### config.mk
export PLATFORM = sky130hd
export DESIGN_NAME = sram_arbiter
export DESIGN_NICKNAME = d
export VERILOG_FILES = /design/src/rtl/sram_arbiter.sv
export SDC_FILE = /design/constraint.sdc
export NUM_CORES = 1
export LEC_CHECK = 0
export CAP_MARGIN = 25
export CELL_PAD_IN_SITES_DETAIL_PLACEMENT = 0
export CELL_PAD_IN_SITES_GLOBAL_PLACEMENT = 2
export CORE_MARGIN = 5
export CORE_UTILIZATION = 26
export CTS_CLUSTER_SIZE = 24
export DETAILED_ROUTE_END_ITERATION = 6
export GPL_TIMING_DRIVEN = 0
export PLACE_DENSITY = 0.78
export SYNTH_ARGS = -nofsm -noshare
export SYNTH_HDL_FRONTEND = slang
export SYNTH_SLANG_ARGS = --single-unit
### constraint.sdc
create_clock -name clk -period 2 [get_ports clk]
set_input_delay 0.3 -clock clk [delete_from_list [all_inputs] [get_ports clk]]
set_output_delay 0.3 -clock clk [all_outputs]
set_load 0.01 [all_outputs]
### src/rtl/sram_arbiter.sv
// ============================================================================
// sram_arbiter : round-robin two-client front end for sram_control
// Revision: 1.0
// ============================================================================
`default_nettype none

module sram_arbiter #(
  parameter int DATA_W = 4,
  parameter int ADDR_W = 4,
  parameter int WR_LAT = 3,
  parameter int RD_LAT = 4
) (
  input  logic              clk,
  input  logic              rst,
  input  logic              c0_req,
  input  logic              c0_we,
  input  logic [ADDR_W-1:0] c0_addr,
  input  logic [DATA_W-1:0] c0_wdata,
  output logic              c0_ack,
  output logic [DATA_W-1:0] c0_rdata,
  input  logic              c1_req,
  input  logic              c1_we,
  input  logic [ADDR_W-1:0] c1_addr,
  input  logic [DATA_W-1:0] c1_wdata,
  output logic              c1_ack,
  output logic [DATA_W-1:0] c1_rdata,
  output logic              mem_write,
  output logic              mem_read,
  output logic [ADDR_W-1:0] mem_address,
  output logic [DATA_W-1:0] mem_data,
  input  logic [DATA_W-1:0] mem_rdata,
  output logic              busy,
  output logic              owner
);

  typedef enum logic [1:0] {
    S_IDLE  = 2'd0,
    S_ISSUE = 2'd1,
    S_WAIT  = 2'd2,
    S_DONE  = 2'd3
  } state_t;

  localparam logic [7:0] c_WR_LAT = 8'(WR_LAT);
  localparam logic [7:0] c_RD_LAT = 8'(RD_LAT);

  state_t              r_state;
  state_t              w_next;
  logic                r_last;
  logic                r_owner;
  logic                r_we;
  logic [ADDR_W-1:0]   r_addr;
  logic [DATA_W-1:0]   r_wdata;
  logic [7:0]          r_cnt;
  logic [DATA_W-1:0]   r_c0_rdata;
  logic [DATA_W-1:0]   r_c1_rdata;
  logic                w_any_req;
  logic                w_grant;
  logic                w_rd_done;

  // On a tie the client that was not served last wins.
  always_comb begin
    w_any_req = c0_req | c1_req;
    if (c0_req && c1_req) begin
      w_grant = ~r_last;
    end else begin
      w_grant = c1_req;
    end
  end

  always_ff @(posedge clk or posedge rst) begin
    if (rst) begin
      r_state <= S_IDLE;
    end else begin
      r_state <= w_next;
    end
  end

  always_comb begin
    w_next      = r_state;
    mem_write   = 1'b0;
    mem_read    = 1'b0;
    c0_ack      = 1'b0;
    c1_ack      = 1'b0;
    w_rd_done   = 1'b0;
    busy        = (r_state != S_IDLE);
    owner       = r_owner;
    mem_address = r_addr;
    mem_data    = r_wdata;
    case (r_state)
      S_IDLE: begin
        if (w_any_req) begin
          w_next = S_ISSUE;
        end
      end
      S_ISSUE: begin
        mem_write = r_we;
        mem_read  = ~r_we;
        w_next    = S_WAIT;
      end
      S_WAIT: begin
        if (r_cnt == 8'd1) begin
          w_next = S_DONE;
        end
      end
      S_DONE: begin
        c0_ack    = ~r_owner;
        c1_ack    = r_owner;
        w_rd_done = ~r_we;
        w_next    = S_IDLE;
      end
      default: w_next = S_IDLE;
    endcase
    // Read data is visible in the ack cycle and held afterwards.
    c0_rdata = (w_rd_done && !r_owner) ? mem_rdata : r_c0_rdata;
    c1_rdata = (w_rd_done &&  r_owner) ? mem_rdata : r_c1_rdata;
  end

  always_ff @(posedge clk or posedge rst) begin
    if (rst) begin
      r_last     <= 1'b1;
      r_owner    <= 1'b0;
      r_we       <= 1'b0;
      r_addr     <= '0;
      r_wdata    <= '0;
      r_cnt      <= 8'd0;
      r_c0_rdata <= '0;
      r_c1_rdata <= '0;
    end else begin
      case (r_state)
        S_IDLE: begin
          if (w_any_req) begin
            r_owner <= w_grant;
            r_we    <= w_grant ? c1_we    : c0_we;
            r_addr  <= w_grant ? c1_addr  : c0_addr;
            r_wdata <= w_grant ? c1_wdata : c0_wdata;
          end
        end
        S_ISSUE: begin
          r_cnt <= r_we ? c_WR_LAT : c_RD_LAT;
        end
        S_WAIT: begin
          r_cnt <= r_cnt - 8'd1;
        end
        S_DONE: begin
          r_last <= r_owner;
          if (!r_we) begin
            if (r_owner) begin
              r_c1_rdata <= mem_rdata;
            end else begin
              r_c0_rdata <= mem_rdata;
            end
          end
        end
        default: r_cnt <= 8'd0;
      endcase
    end
  end

endmodule

`default_nettype wire

==> results.cfg <==
[yosys]
synth_top_area_cell = dfrtp_1
synth.area.top_cells = dfrtp_1, mux2_2, mux2i_1
yosysTopAreaCellShare_pct = 43.9
ys_seq_area_share_pct = 45.5
yosysWarnings = 0
synth-seq-cells = 29
ys_types = 35
synthesis.area_sq_um = 1600
synth_edf_count = 0
async_flop_share_pct = 100
synth_ff_type = dfrtp_1
postSynthAreaPerCell_sq_um = 10.6
syn_inst = 151
syn_nets = 184

[route]
routed_via_density = 4.60
drt_iter0_markers = 71
wl_per_cell_microns = 13.7
routed_wl_microns = 4060
ant_nets = 0
drc = 0
vias = 1366
drt-pass1-iter-count = 4

[setup_path]
required_ps = 2210
worstPathMaxFanout = 3
arrival_ps = 2250
worstSetupPathType = flop to flop
end_kind = flop
start_kind = flop

[timing]
clock.fmax_mhz = 490
slew_violations = 0
final.period_utilization_pct = 102
slew_headroom_pct = 62.9
final-setup-viol-count = 5
setup_ws_ps = -40.9
min_period_ps = 2040
rsz0062_at_grt = true
finalHoldViolCount = 0
fin_skew_ps = 9.04
worstMarginPinSlew_ps = 552
final.setup.tns_ps = -125

[floorplan]
die_area_sq_um = 7810
ios = 48
die_h_microns = 88.4
start_util_pct = 26.8
dieWidth_microns = 88.4
core-area_sq_um = 5960
fp-row-count = 28

[power]
pwr_density_cell_nw_per_um2 = 461
vdd_drop_max_mv = 0.192
p_leak_nw = 1.16

[final_layout]
syn_to_final_growth_pct = 58.9
stdcell_count = 297
diodes = 0
final_core_util_pct = 42.6
final_area_sq_um = 2540
fin_nets = 254
drive_above_1_share_pct = 32.0
fill_cells = 611

[clock_network]
numCtsBuffers = 5
clock_path_buffers = 2
root_buffer = clkbuf_8
clock_sinks = 29
ctsHoldBuffers = 0
insertion_delay_ps = 280
cts_tree = yes
cts.clk_slew.worst_paths_ps = 70
cts_max_level = 2

[run_status]
failed_checks = setup timing
outcome = finished with violations

[hold_path]
hold_path.class = input pin to asynchronous set/reset pin

[grt]
grt_pass1_wl_microns = 6710
grt_pass1_vias = 1398
grt_max_degree = 23
track_usage_pct = 11.0
antenna_found_initial = 0
grt_overflow = 0

[place]
place_area_sq_um = 2190
gp_congestion = 0.739
dp_hpwl_microns = 2890
io_buffer_count = 47
dp.cells = 274

[job]
drv_cap = 0
-- per-stage QoR --
stage                     hold slack (ps)  worst slack, ps  total power, W
after global placement                463             -463        0.000704
after detailed placement              469             -480        0.000711
after floorplan                       377             40.3        0.000637
final                                 313            -40.9         0.00117
after global routing                  353            -78.0         0.00123
after CTS                             323            -83.7         0.00119
-- power by group --
group | leakage, nW | internal, W | switching [W]
Combinational | 0.762 | 0.0000732 | 0.0000374
Clock | 0.0450 | 0.000241 | 0.000227
Sequential | 0.354 | 0.000591 | 0.00000180
Total | 1.16 | 0.000905 | 0.000267
-- cell usage after synthesis (all sizes together), types with 2 or more instances --
cell,n
dfrtp,28
mux2,18
a211o,2
clkbuf,4
nor2b,7
o21ai,14
mux2i,10
a21oi,4
buf,2
nand2,14
nor3,3
nand2b,2
nor2,4
inv,9
o31ai,2
or4,3
nand3,2
and2,2
ha,7
-- routing by layer --
layer	track usage [%]	up-vias	part of all wire, %
li1	-	677	-
met1	14.4	650	46
met2	16.9	33	46
met3	3.72	6	6.8
met4	4.12	0	1.3
met5	0	-	0
-- worst paths after layout --
path	start	slack (ps)	to	cells past startpoint
max in group asynchronous	rst	1150	r_last	3
worst max-delay path	r_state[0]	-40	r_cnt[5]	6
min in group clk	mem_address[0]	480	mem_address[0]	2
worst min-delay path	rst	310	r_cnt[4]	2
worst max register to register	r_state[0]	-40	r_cnt[5]	6
worst min register to register	mem_address[0]	480	mem_address[0]	2
-- repair_timing --
action | CTS | global route
pin swaps | 5 | 4
endpoints found under the setup margin | 11 | 19
setup buffers | 12 | 5
gates resized for setup | 65 | 18
hold endpoints to repair | 0 | 0
-- area by class of cell --
class	count	area [sq um]	share of cell area, %
multi-input combinational	107	903	35.6
sequential	29	729	28.7
timing repair buffer	65	659	26.0
tap	75	93.8	3.70
clock buffer	6	72.6	2.86
inverter	9	41.3	1.63
buffer	4	28.8	1.13
clock inverter	2	10.0	0.394
-- sequential cells by signal, indices dropped and copies added, names as in the netlist --
signal       cells
r_cnt            8
mem_data         4
r_we             1
r_state          2
r_c0_rdata       4
mem_address      4
r_c1_rdata       4
r_last           1
owner            1
-- logic make-up after synthesis --
| group | after synthesis | synth area share [%] |
|---|---|---|
| multiplexers | 28 | 19.0 |
| adder cells (fa/ha/maj) | 7 | 5.48 |
| AND/OR/NAND/NOR | 42 | 14.3 |
| flip-flops | 29 | 45.5 |
| buffers and inverters | 15 | 3.84 |
| AO/OA/AOI/OAI | 30 | 11.9 |
-- worst max-delay path, stage by stage (launching register included) --
cell     delay, ps
dfrtp_2        420
buf_6          130
inv_6           30
ha_4           260
or4b_4         490
or4_4          500
a21oi_2        150
-- placed cells by master, fill, tap and decap left out, drive strengths merged, types with 2 or more instances in the layout --
master	instances
clkinv	2
nand3	2
o21ai	14
o31ai	2
nor2b	7
dlygate4sd2	3
mux2	18
nand2b	2
inv	9
nor2	4
or4	3
nand2	14
buf	28
and2	2
clkbuf	8
dfrtp	28
ha	7
mux2i	10
a211o	2
nor3	3
clkdlybuf4s50	36
a21oi	4
No activity file was read; power rests on OpenSTA's default activity.
